### src/rtl/adc_deserializer.sv
// SPI master for a 12-bit AD7476-class ADC. Drives CSn/SCLK, shifts in one
// 16-bit frame per conversion and presents the 12 data bits as a parallel
// word with a single-cycle Valid strobe.
module adc_deserializer #(
    parameter int unsigned CLK_DIV   = 4,
    parameter int unsigned QUIET_CYC = 16
) (
    input  logic        Clk,
    input  logic        Rst,
    input  logic        En,
    input  logic        SDATA,
    output logic        CSn,
    output logic        SCLK,
    output logic [11:0] DATAOUT,
    output logic        Valid,
    output logic        FrameErr
);

    localparam int unsigned DivW = $clog2(CLK_DIV);
    localparam int unsigned QW   = $clog2(QUIET_CYC + 1);

    localparam logic [DivW-1:0] DivLast   = DivW'(CLK_DIV - 1);
    // The IDLE cycle that sees this value is the last quiet cycle.
    localparam logic [QW-1:0]   QuietLast = QW'(QUIET_CYC - 1);

    typedef enum logic [1:0] {
        StIdle,
        StConv,
        StDone
    } state_e;

    state_e            state_q, state_d;
    logic [DivW-1:0]   div_q, div_d;
    logic [3:0]        bit_q, bit_d;
    logic [15:0]       shift_q, shift_d;
    logic [QW-1:0]     quiet_q, quiet_d;
    logic              csn_q, csn_d;
    logic              sclk_q, sclk_d;
    logic [11:0]       data_q, data_d;
    logic              valid_q, valid_d;
    logic              ferr_q, ferr_d;

    // Next-state logic: frame sequencing, SCLK division and bit capture.
    always_comb begin
        state_d = state_q;
        div_d   = div_q;
        bit_d   = bit_q;
        shift_d = shift_q;
        quiet_d = quiet_q;
        data_d  = data_q;
        valid_d = 1'b0;
        ferr_d  = 1'b0;
        sclk_d  = 1'b1;

        unique case (state_q)
            StIdle: begin
                div_d = '0;
                bit_d = '0;
                if (quiet_q != QuietLast) begin
                    quiet_d = quiet_q + 1'b1;
                end
                if (En && (quiet_q == QuietLast)) begin
                    state_d = StConv;
                    quiet_d = '0;
                end
            end
            StConv: begin
                sclk_d = sclk_q;
                if (div_q == DivLast) begin
                    div_d  = '0;
                    sclk_d = ~sclk_q;
                    // SCLK driven 0->1 on this edge: capture the bit the ADC
                    // shifted out on the preceding falling edge.
                    if (!sclk_q) begin
                        shift_d = {shift_q[14:0], SDATA};
                        bit_d   = bit_q + 4'd1;
                        if (bit_q == 4'd15) begin
                            state_d = StDone;
                        end
                    end
                end else begin
                    div_d = div_q + 1'b1;
                end
            end
            StDone: begin
                data_d  = shift_q[11:0];
                valid_d = 1'b1;
                ferr_d  = |shift_q[15:12];
                quiet_d = '0;
                state_d = StIdle;
            end
            default: begin
                state_d = StIdle;
            end
        endcase

        // CSn is registered from the next state so it tracks CONV exactly.
        csn_d = (state_d != StConv);
    end

    // State and output registers with synchronous reset.
    always_ff @(posedge Clk) begin
        if (Rst) begin
            state_q <= StIdle;
            div_q   <= '0;
            bit_q   <= '0;
            shift_q <= '0;
            quiet_q <= '0;
            csn_q   <= 1'b1;
            sclk_q  <= 1'b1;
            data_q  <= '0;
            valid_q <= 1'b0;
            ferr_q  <= 1'b0;
        end else begin
            state_q <= state_d;
            div_q   <= div_d;
            bit_q   <= bit_d;
            shift_q <= shift_d;
            quiet_q <= quiet_d;
            csn_q   <= csn_d;
            sclk_q  <= sclk_d;
            data_q  <= data_d;
            valid_q <= valid_d;
            ferr_q  <= ferr_d;
        end
    end

    assign CSn      = csn_q;
    assign SCLK     = sclk_q;
    assign DATAOUT  = data_q;
    assign Valid    = valid_q;
    assign FrameErr = ferr_q;

endmodule
### config.mk
export PLATFORM = sky130hd
export DESIGN_NAME = adc_deserializer
export DESIGN_NICKNAME = d
export VERILOG_FILES = /design/src/rtl/adc_deserializer.sv
export SDC_FILE = /design/constraint.sdc
export NUM_CORES = 1
export LEC_CHECK = 0
export ABC_CLOCK_PERIOD_IN_PS = 1300
export CORE_ASPECT_RATIO = 0.7
export CORE_UTILIZATION = 49
export DETAILED_ROUTE_END_ITERATION = 8
export PLACE_DENSITY = 0.75
export SYNTH_ARGS = -nofsm -noshare
export SYNTH_HDL_FRONTEND = slang
export SYNTH_SLANG_ARGS = --single-unit
### constraint.sdc
create_clock -name Clk -period 1.3 [get_ports Clk]
set_input_delay 0.13 -clock Clk [delete_from_list [all_inputs] [get_ports Clk]]
set_output_delay 0.13 -clock Clk [all_outputs]
set_load 0.01 [all_outputs]
Word-level counts from Yosys, hierarchy flattened:

Cells that the tools add are included.

* add/subtract/negate cells: 3
* eq/ne operators: 10
* mux-type cells: 14
* bitwise logic cells: 3
* reduce and logical (&&, ||, !) cells: 10

Operators with widths (count)
* $mux W2: 5
* $mux W5: 2
* $pmux W5 S2: 1
* $mux W4: 2
* $pmux W2 S2: 2
* $pmux W4 S2: 1
* $reduce_and A3 Y1: 2
* $add A5 B1 Y5 const B: 1
* $eq A5 B4 Y1 const B: 1
* $ne A5 B4 Y1 const B: 1
* $add A4 B1 Y4 const B: 1
* $eq A2 B2 Y1 const B: 2
* $eq A4 B4 Y1 const B: 1
* $ne A2 B2 Y1 const B: 2
* $reduce_bool A2 Y1: 2
* $reduce_or A2 Y1: 2
* $reduce_or A4 Y1: 1
* $ne A3 B3 Y1 const B: 1
* $not A1 Y1: 3
* $add A2 B1 Y2 const B: 1
* $eq A2 B1 Y1 const B: 1
* $logic_not A2 Y1: 1
* $ne A2 B1 Y1 const B: 1
* $reduce_and A2 Y1: 1
* other kinds (2): 2

* bits in registers: 45
* input bits: 4
* output and inout port bits: 16
* word-level logic and storage cells: 50

Depth between registers and ports, before layout:

Gate-level depths: netlist of the first run.

* depth after elaboration: 6
* mapped depth: 6

Least setup slack after synthesis of the first run:

OpenSTA, ideal clock, no wires.

* path type: reg-to-reg
* start: reg quiet_q[0]
* end: reg quiet_q[1]
* setup time: 0.128 ns
* data arrival time: 1.139 ns
* data required time: 1.172 ns
* slack: 0.034 ns
* cell stages (with the launch flop): 6
* path buffers: 0
* period minus slack after synthesis: 1.266 ns
* cell sequence: dfxtp_1 > ha_1 > and4b_1 > a21o_1 > a22oi_1 > nor2_1

* word-level cells in the longest chain between the ends: 4

RTL lines
* start: declaration: RTL line 36 `logic [QW-1:0] quiet_q, quiet_d;`
* start signal: assignment: RTL line 119 `quiet_q <= quiet_d;`
* $add A5 B1 Y5 or $eq A5 B4 Y1 (tied branches): RTL line 60, 62
* $mux W5 or $logic_and A1 B1 Y1 (tied branches): RTL line 59, 62
* $mux W5 or $ne A3 B3 Y1 (tied branches)
* $pmux W5 S2 or $reduce_and A2 Y1 (tied branches)

Parallel ways exist; a longest one is shown, timed or not. The select of a mux whose other input is x is not followed.
A chain may end at the register's enable or synchronous reset.

Worst setup path in the final report of the first run:

* start: reg quiet_q[1]
* end: reg quiet_q[1]

The elaborated chain is that of the path after synthesis.

==> results.cfg, run 1 <==
[worst_setup_path]
startpoint = quiet_q[1]
end_kind = register
crit_end = quiet_q[1]
crit_path_max_fanout = 4
worstReg2RegEnd = quiet_q[1]
cp.arrival_ns = 1.46
r2r_cells = 5
r2r-start = quiet_q[1]
start_kind = register
required_ns = 1.48
crit_type = reg2reg
r2r_slack_ns = 0.02

[sta]
whs_ns = 0.441
relSlewSlack_pct = 78.3
fin_crit_ns = 1.28
rsz0062_at_grt = true
slew_viol_final = 0
finClkSkew_ns = 0.00812
hold_violations = 0
min_period_over_period_pct = 98.2
tightest_slew_ns = 0.323
setup_viol_count_final = 0
timing.fmax_mhz = 784

[floorplanning]
initial_utilization_pct = 53.5
die_area_mm2 = 0.00382
core_mm2 = 0.00328
fp.dieH_um = 52.0
die_w_um = 73.5
rows = 17
boundaryPins = 20

[layout]
fin_util_pct = 70.3
fill_cells = 271
diodes = 0
nets = 247
regArea_um2 = 907
multi_input_area_um2 = 807
fin_cells = 288
synthToLayoutAreaGrowth_pct = 31.5
layout-drive-gt1-share_pct = 18.3

[clocking]
cts_buffer_depth = 2
clock_sinks = 45
cts_tree = built
path_clk_slew_ns = 0.08
clk_latency_ns = 0.29
clock-root-buffer = clkbuf_8
cts_buffers = 5
htreeDepth = 2
holdBufCountCts = 0

[routing]
vias_per_cell = 5.10
first_iter_violations = 93
drtAntennaViolNets = 0
vias = 1468
drc = 0
routed_wirelength_um = 3550
drt_pass1_iterations = 4
wire_per_inst_um = 12.3

[place]
io_buffers = 19
hpwl_um = 2420
dp_cells = 279
place_congestion = 0.784

[worst_hold_path]
hold_path.class = in2reg

[logic_synthesis]
synth_edf_count = 0
synth_largest_area_cell = dfxtp_1
synth_warnings = 0
ys_seq_elements = 45
synth-main-ff-cell = dfxtp_1
ys_seq_area_share_pct = 51.4
ys_top_cells_by_area = dfxtp_1, nand2_1, a21oi_1
synth_top_cell_area_share_pct = 51.4
ys_types = 34
syn-cell-area_mm2 = 0.00175
syn_avg_cell_area_um2 = 8.50
async_flop_share_pct = 0
synth_nets = 213
synthCells = 206

[power_and_ir_drop]
p_leak_nw = 0.995
powerDensity_mw_per_mm2 = 1100
power_mw = 2.54
peakVddDrop_uv = 752

[outcome]
status = finished, final reports clean

[grt]
grt_pass1_wl_um = 5750
grt_start_max_net_pins = 26
grt_pass1_vias = 1236
antenna_found_initial = 0
grt_overflow_total = 0
grt_usage_pct = 20.5

[flow_run]
maxCapViolations = 0
[what timing repair did]
action,in CTS,in global routing
setup buffers,0,1
pin swaps,4,4
setup endpoints to repair,12,21
gates resized for setup,9,19
[worst min-delay path by stage]
stage | start | end | slack, ns | cells past startpoint
2_1_floorplan | SDATA | shift_q[0] | 0.27 | 2
3_3_place_gp | DATAOUT[2] | DATAOUT[2] | 0.44 | 2
3_5_place_dp | DATAOUT[0] | DATAOUT[0] | 0.45 | 2
4_1_cts | SDATA | shift_q[0] | 0.42 | 3
5_1_grt | SDATA | shift_q[0] | 0.46 | 3
6_report | SDATA | shift_q[0] | 0.44 | 3
[layer usage]
layer / up-vias / part of all wire, % / wire length, um / global-route usage [%]
met5: - / 0 / 0 / 0
met4: 0 / 0.68 / 24 / 9.94
met3: 2 / 3.6 / 126 / 5.23
met2: 25 / 46 / 1640 / 30.3
met1: 675 / 49 / 1750 / 27.9
li1: 766 / - / - / -
[cell type report]
class                           count  area share, %
Inverter                            3          0.489
Tap cell                           47           2.55
Clock inverter                      1           1.30
Clock buffer                        7           3.75
Sequential cell                    45           39.4
Multi-Input combinational cell    146           35.0
Timing Repair Buffer               39           17.5
[worst max-delay path, cell delays in order (launching register included)]
cell	delay [ns]
dfxtp_2	0.34
ha_4	0.15
and4b_2	0.24
a21o_1	0.20
a22oi_2	0.18
nor2_1	0.06
[cells in the mapped netlist (3+ instances only)]
library cell / count
a21oi_1: 35
buf_4: 4
clkbuf_1: 3
dfxtp_1: 45
ha_1: 3
inv_1: 3
nand2_1: 57
nor2_1: 16
nor3_1: 3
nor4_1: 3
[stage by stage]
| stage | setup WS (ns) | instance area (um^2) | TNS (ns) |
|---|---|---|---|
| 2_1_floorplan | 0.0336 | 1750 | 0 |
| 3_3_place_gp | 0.0308 | 2100 | 0 |
| 3_5_place_dp | -0.0230 | 2100 | -0.0444 |
| 4_1_cts | 0.00397 | 2230 | 0 |
| 5_1_grt | -0.0400 | 2300 | -0.0933 |
| 6_report | 0.0239 | 2300 | 0 |
[flip-flops by register name, summed over array words and instances (netlist names)]
signal / flops
DATAOUT: 12
shift_q: 16
FrameErr: 1
CSn: 1
state_q: 2
div_q: 2
Valid: 1
quiet_q: 5
SCLK: 1
bit_q: 4
[cells in the final DEF (no fill, tap or decap), drive strengths merged, types with 6 or more instances in the layout]
cell and instances:
buf 20, nor2 17, dlymetal6s2s 9, clkdlybuf4s50 6, a21oi 35, dfxtp 45
nand2 57, clkbuf 7
[logic make-up (layout without fill, tap and decap cells)]
group / after synthesis / after routing / share of synthesized area [%]
AO/OA/AOI/OAI: 46 / 46 / 15.1
XOR/XNOR: 1 / 1 / 0.500
adder cells (fa/ha/maj): 3 / 3 / 2.14
buffers and inverters: 15 / 50 / 5.00
flip-flops: 45 / 45 / 51.4
AND/OR/NAND/NOR: 96 / 96 / 25.9
[where the power goes]
part | total (mW) | switching [mW] | internal (mW)
clock | 1.07 | 0.440 | 0.626
combinational | 0.0817 | 0.0409 | 0.0409
sequential | 1.39 | 0.00683 | 1.39
total | 2.54 | 0.488 | 2.05
(Power assumes the default switching activity.)
==> run 2: changes to the inputs <==
Settings changed: RECOVER_POWER set to 100.
==> run 2 against run 1 <==
  * Clock skew up 0.00052 ns
  * Final cell count stayed put
  * Cell area fell by 1.7%
  * Count of clock-buffer cells in the layout is the same
  * Clock power is essentially flat
  * First-iteration DRC count shrank 3.2%
  * Sequential power is essentially flat
  * Flip-flop and latch count is the same
  * Global-route usage is the same
  * Worst hold slack lost 0.013 ns
  * Sequential share of layout area grew 0.62 points
  * Core utilization is 1.2 points lower
  * Largest power group unchanged
==> results.cfg, run 2 (synthesis gave the netlist of run 1 again) <==
[outcome]
status = finished, final reports clean

[routing]
drt_pass1_iterations = 4
routed_wirelength_um = 3560
drtAntennaViolNets = 0
first_iter_violations = 90
drc = 0
wire_per_inst_um = 12.4
vias_per_cell = 5.11
vias = 1471

[layout]
layout_common_cells = nand2_1, dfxtp_1, a21oi_1
diodes = 0
regMostFlops = shift_q
largest_reg_flops = 16
layout-drive-gt1-share_pct = 17.8
synthToLayoutAreaGrowth_pct = 29.3
nets = 247
layout_commonest_cell = nand2_1
fin_cells = 288

[power_and_ir_drop]
powerDensity_mw_per_mm2 = 1120
p_leak_nw = 0.813
power_mw = 2.54
peakVddDrop_uv = 751

[worst_setup_path]
r2r-start = quiet_q[1]
crit_path_max_fanout = 4
startpoint = quiet_q[1]
cp.arrival_ns = 1.46
required_ns = 1.48
start_kind = register
crit_type = reg2reg
end_kind = register

[clocking]
clock-root-buffer = clkbuf_8
holdBufCountCts = 0
cts_buffers = 5
cts_tree = built
clock_sinks = 45
path_clk_slew_ns = 0.08
htreeDepth = 2
cts_buffer_depth = 2
clk_latency_ns = 0.29

[grt]
grt_start_max_net_pins = 26
grt_pass1_wl_um = 5750
antenna_found_initial = 0
grt_overflow_total = 0
grt_pass1_vias = 1236
grt_usage_pct = 20.5

[sta]
fin_crit_ns = 1.28
timing.fmax_mhz = 783
setup_viol_count_final = 0
slew_viol_final = 0
rsz0062_at_grt = true
min_period_over_period_pct = 98.2
tightest_slew_ns = 0.322
whs_ns = 0.429
relSlewSlack_pct = 78.3
finClkSkew_ns = 0.00864
hold_violations = 0
setup_tns_ns = 0

[place]
io_buffers = 19
dp_cells = 279
hpwl_um = 2420
place_congestion = 0.784

[floorplanning]
core_mm2 = 0.00328
rows = 17
fp.dieH_um = 52.0
boundaryPins = 20
die_w_um = 73.5
die_area_mm2 = 0.00382
initial_utilization_pct = 53.5

[worst_hold_path]
hold_path_startpoint = SDATA
hold_path.class = in2reg

[flow_run]
maxCapViolations = 0
run 2: changes by cell type in the layout (fill, tap and decap cells not counted), sizes merged:
| cell | previous run | this run |
|---|---|---|
| clkdlybuf4s25 | 0 | 9 |
| dlymetal6s2s | 9 | 0 |
| buf | 20 | 19 |
| clkbuf | 7 | 8 |
run 2: routing by layer:
layer	up-vias	global-route usage, %	share of wire [%]	wire length, um
li1	764	-	-	-
met1	686	27.9	50	1780
met2	19	30.3	46	1640
met3	2	5.23	3.0	106
met4	0	9.94	0.67	24
met5	-	0	0	0
run 2: through the flow:
stage	utilization, %	cell area (um^2)	worst slack (ns)
detailed placement	64.2	2100	-0.0230
floorplan	-	1750	0.0336
finish	69.1	2260	0.0233
global placement	64.2	2100	0.0308
global route	69.1	2260	-0.0400
CTS	68.2	2230	0.00397
run 2: cell type report:
class / instances / area, um^2
multi-input combinational: 146 / 807
tap: 47 / 58.8
clock buffer: 7 / 86.3
clock inverter: 1 / 30.0
inverter: 3 / 11.3
sequential: 45 / 906
timing repair buffer: 39 / 365
fill: 279 / 1010
run 2: worst paths after layout:
path / slack [ns] / cells after the start / endpoint
max: 0.02 / 5 / quiet_q[1]
min: 0.43 / 3 / shift_q[0]
max reg2reg: 0.02 / 5 / quiet_q[1]
min reg2reg: 0.45 / 2 / DATAOUT[2]
run 2: critical path, cell delays in order, from the launching register on:
cell	delay [ns]
dfxtp_2	0.34
ha_4	0.15
and4b_2	0.24
a21o_1	0.20
a22oi_2	0.18
nor2_1	0.06
run 2: power breakdown:
group	total [mW]	internal [mW]	switching, mW
logic	0.0816	0.0408	0.0407
registers	1.39	1.39	0.00685
clock network	1.06	0.626	0.437
total	2.54	2.05	0.485
run 2: what timing repair did:
item | 4_1_cts | 5_1_grt
pin swaps | 4 | 4
resized for setup | 9 | 19
endpoints found under the setup margin | 12 | 21
setup buffers | 0 | 1
==> RTL edit 1: new RTL, flow settings as in run 2 <==
Add an input register stage for `En` and `SDATA`, without a reset; this delays them by one clock.
--- a/src/rtl/adc_deserializer.sv
+++ b/src/rtl/adc_deserializer.sv
@@ -29,6 +29,14 @@
         StDone
     } state_e;
 
+    logic En_q;
+    logic SDATA_q;
+
+    always_ff @(posedge Clk) begin
+        En_q    <= En;
+        SDATA_q <= SDATA;
+    end
+
     state_e            state_q, state_d;
     logic [DivW-1:0]   div_q, div_d;
     logic [3:0]        bit_q, bit_d;
@@ -59,7 +67,7 @@
                 if (quiet_q != QuietLast) begin
                     quiet_d = quiet_q + 1'b1;
                 end
-                if (En && (quiet_q == QuietLast)) begin
+                if (En_q && (quiet_q == QuietLast)) begin
                     state_d = StConv;
                     quiet_d = '0;
                 end
@@ -72,7 +80,7 @@
                     // SCLK driven 0->1 on this edge: capture the bit the ADC
                     // shifted out on the preceding falling edge.
                     if (!sclk_q) begin
-                        shift_d = {shift_q[14:0], SDATA};
+                        shift_d = {shift_q[14:0], SDATA_q};
                         bit_d   = bit_q + 4'd1;
                         if (bit_q == 4'd15) begin
                             state_d = StDone;
Behaviour: no difference found for any inputs over 10 cycles, from zero or initial values and one cycle with Rst high; that may be too few to reach the edited logic, so the function may still have changed.
==> RTL edit 1 against run 2 <==
- synthesized area grew 2.3%
- final cell count decreased by 1.0%
- sequential share of layout area rose by 2.0 points
- total power is 3.2% higher
- largest cell class unchanged
- wire length fell by 1.5%
- cell area is 0.39% lower
- sequential cell count increased by 2
- worst setup slack lost 0.021 ns
==> RTL edit 1: results (changes against run 2) <==
| Metric | Value |
|---|---|
| Status | finished clean |
| Dominant cells by area after synthesis | dfxtp_1, nand2_1, a21oi_1, nor2_1, ha_1 |
| Largest net degree at the start of global routing | 20 (-23%) |
| Max Buffers Root-to-Sink | 2 (unchanged) |
| Most used DFF post-synth | dfxtp_1 |
| Reg clk slew, reported paths | 0.09 ns |
| Sequential share of power | 55.7% (+0.8 points) |
| Combinational cell fraction of total power | 2.7% (-0.5 points) |
| Buffers on Ports | 19 (unchanged) |
| Max reg flops | 16 (unchanged) |
| FF-to-FF End | quiet_q[0] |
| Hold_ws | 0.3712 ns (-0.05737 ns) |
| Total CTS buffers | 5 (unchanged) |
| CP max stage delay | 0.35 ns |
| Max H-tree Level | 2 (unchanged) |
| R2r startpoint | quiet_q[0] |
| 1st-iter DRT viols | 114 (+27%) |
| Worst reg2reg setup slack | 0.002 ns (-0.02 ns) |
| Synth cell types | 34 (unchanged) |
| Arrival @ worst endpoint | 1.50 ns (+0.04 ns) |
| Clk_lat worst skew | 0.30 ns |
| Filler Cell Count | 294 (+5.4%) |
| Slowest CP cell | dfxtp_2 |
| FFs w/ async S/R, synth | 0% (unchanged) |
| Worst-path maximum fanout | 4 (unchanged) |
| Initial antenna violation count | 0 (unchanged) |
| P_sw | 0.5529 mW (+14%) |
| Share of cells above drive strength 1 | 15.97% (-1.9 points) |
| Final Skew | 0.009261 ns (+0.0006251 ns) |
| Seq group | 1.46 mW (+5%) |
| Hold path cells | 1 (-2) |
| Detailed Routing Iterations Pass 1 | 4 (unchanged) |
| Syn Nets | 215 (+0.94%) |
| HP Start | En |
| Commonest cells post-synth | nand2_1, dfxtp_1, a21oi_1, nor2_1, buf_4 |
| Slew margin rel. | 83.52% (+5.2 points) |
| Peak supply drop | 0.7210 mV (-4.0%) |
| Vias in the first global route | 1222 (-1.1%) |
| Final GP Congestion | 0.7716 (-1.6%) |
| Hold Crit Endpoint | En_q |
| Yosys warns | 0 (unchanged) |
| Antenna Cells | 0 (unchanged) |
| HP Class | in -> reg |
| Drt wl/cell | 12.30 um (-0.42%) |
| R2R depth | 5 (unchanged) |
| First-pass GRT wire length | 5.589 mm (-2.7%) |
| Delay-heaviest family, CP | simple AND/OR/NAND/NOR gates |
| NumNets Final | 244 (-1.2%) |
| Largest Register | shift_q |
| Register area share after synthesis | 52.51% (+1.1 points) |
| Root buffer selected by CTS | clkbuf_8 |
| DP Area | 2107 um^2 (+0.12%) |
| Synth Instances | 208 (+0.97%) |
| Post-Route WL | 3.505 mm (-1.5%) |
| DR vias/cell | 5.088 (-0.39%) |
| Post-Place Cells | 276 (-1.1%) |
| Leakage | 0.8222 nW (+1.1%) |
| HPWL Detailed | 2.393 mm (-1.0%) |
| Pre-CTS WS | -0.01613 ns (+0.006847 ns) |
| GRT Resource Usage Total | 19.36% (-1.2 points) |
RTL edit 1: cell count changes after synthesis:
cell / run 2 / this run
dfxtp_1: 45 / 47
RTL edit 1: logic make-up (layout without fill, tap and decap cells):
logic type	Yosys count	in the layout	share of synthesized area, %
AOI/OAI and AO/OA	46	46	14.73
xor gates and xnor gates	1	1	0.4889
adders and majority gates	3	3	2.095
buffers and inverters	15	45	4.888
DFF	47	47	52.51
and+or+nand+nor	96	96	25.28
RTL edit 1: area by class of cell:
type	count	area, um^2	share of cell area, %
Tap cell	47	58.81	2.607
Sequential cell	47	948.4	42.04
Inverter	3	11.26	0.4992
Multi-Input combinational cell	146	799.5	35.44
Clock buffer	5	68.82	3.050
Clock inverter	3	47.55	2.108
Timing Repair Buffer	34	321.6	14.25
RTL edit 1: layer usage:
| metal | vias to the layer above | wire length (um) | track usage (%) |
|---|---|---|---|
| met1 | 663 | 1809 | 26.84 |
| met4 | 0 | 10 | 5.660 |
| met3 | 2 | 137 | 4.615 |
| met5 | - | 0 | 0 |
| met2 | 23 | 1548 | 30.00 |
| li1 | 762 | - | - |
RTL edit 1: repair_timing:
| action | CTS | global route |
|---|---|---|
| buffers inserted | 0 | 1 |
| hold endpoints to repair | 0 | 0 |
| endpoints found under the setup margin | 21 | 35 |
| resized for setup | 14 | 15 |
| pin swaps | 4 | 5 |
RTL edit 1: worst max-delay path by stage:
stage / from / end / slack, ns
final: quiet_q[0] / quiet_q[0] / 0.002
after global routing: quiet_q[0] / CSn / -0.05
after CTS: quiet_q[0] / quiet_q[0] / -0.03
after detailed placement: div_q[0] / bit_q[3] / -0.02
after global placement: Rst / CSn / -0.001
after floorplan: quiet_q[0] / quiet_q[1] / 0.03
==> RTL edit 2: new RTL, config.mk and constraints of run 2 <==
Made on the original files. Set the parameter `CLK_DIV` to 2 (it was 4).
--- a/src/rtl/adc_deserializer.sv
+++ b/src/rtl/adc_deserializer.sv
@@ -2,7 +2,7 @@
 // 16-bit frame per conversion and presents the 12 data bits as a parallel
 // word with a single-cycle Valid strobe.
 module adc_deserializer #(
-    parameter int unsigned CLK_DIV   = 4,
+    parameter int unsigned CLK_DIV   = 2,
     parameter int unsigned QUIET_CYC = 16
 ) (
     input  logic        Clk,
Function: no difference found for any inputs over 10 cycles, from zero or initial values and one cycle with Rst high; that may be too few to reach the edited logic, so the function may still have changed.
==> RTL edit 2 against run 2 <==
- sequential cell count fell by 1
- hold slack worse by 0.038 ns
- global-route usage grew 1.5 points
- fmax decreased by 3.3%
- the run now ends with negative setup slack left
- wire length is 1.7% higher
- critical path type unchanged
- synthesized area fell by 4.7%
- cell area fell by 8.5%
- worst setup slack lost 0.043 ns
- total power fell by 1.6%
- non-clock buffer count fell by 7
==> RTL edit 2: results (changes against run 2) <==
| Metric | Value |
|---|---|
| Worst setup margin | -0.01985 ns (-0.04315 ns) |
| Post-Place Cells | 255 (-8.6%) |
| Met2 Wirelength | 1.719 mm (+4.6%) |
| Pwr dens | 1205 nW/um^2 (+7.5%) |
| Commonest cells post-synth | nand2_1, dfxtp_1, a21oi_1, nor2_1, clkbuf_1 |
| Clk_lat worst skew | 0.31 ns (+0.02 ns) |
| Leakage | 0.7622 nW (-6.2%) |
| R2r startpoint | quiet_q[0] |
| Register area share after synthesis | 52.77% (+1.3 points) |
| Final setup vio count | 1 (+1) |
| Share of cells above drive strength 1 | 14.16% (-3.7 points) |
| Delay-heaviest family, CP | flip-flops |
| Synth Instances | 199 (-3.4%) |
| Failing checks | negative setup slack |
| DP Area | 1926 um^2 (-8.5%) |
| M1 WL | 1.634 mm (-8.4%) |
| Post-cts sizing count | 19 (+10) |
| Met3 Use GR | 7.101% (+1.9 points) |
| First-pass GRT wire length | 5.996 mm (+4.3%) |
| Drt wl/cell | 13.71 um (+11%) |
| GR Layer Usage met2 | 36.48% (+6.2 points) |
| Worst setup path end | quiet_q[0] |
| Detailed Routing Iterations Pass 1 | 5 (+1) |
| GRT Resource Usage Total | 22.06% (+1.5 points) |
| Arrival @ worst endpoint | 1.51 ns (+0.05 ns) |
| NumNets Final | 231 (-6.5%) |
| HPWL Detailed | 2.291 mm (-5.3%) |
| Final TNS setup | -0.01985 ns (-0.01985 ns) |
| Wire length on met3 | 212 um (+100%) |
| Largest net degree at the start of global routing | 30 (+15%) |
| Status | finished, violations left |
RTL edit 2: cell types whose count changed in the layout (fill, tap and decap cells not counted), moves of 3 or more:
cell             before  now
a21oi_1              35   32
dlygate4sd2_1         4   11
nor2_1               16   11
nand2_1              57   60
buf_4                15   11
clkdlybuf4s25_1       9    4
RTL edit 2: layout make-up:
cell class | instances | area [um^2]
multi-input cells | 141 | 750.7
fillers | 289 | 1119
repair buffers | 32 | 274.0
inverters | 1 | 3.754
clock buffers | 5 | 68.82
clock inverters | 3 | 42.54
flip-flops and latches | 44 | 884.6
well taps | 38 | 47.55
RTL edit 2: logic make-up (layout without fill, tap and decap cells):
logic type | count (synthesis) | in the layout | synth area share, %
AND/OR/NAND/NOR | 94 | 94 | 25.56
flip-flops | 44 | 44 | 52.77
AO/OA/AOI/OAI | 44 | 44 | 15.07
adder cells (fa/ha/maj) | 2 | 2 | 1.499
multiplexers | 1 | 1 | 0.5997
buffers and inverters | 14 | 41 | 4.497
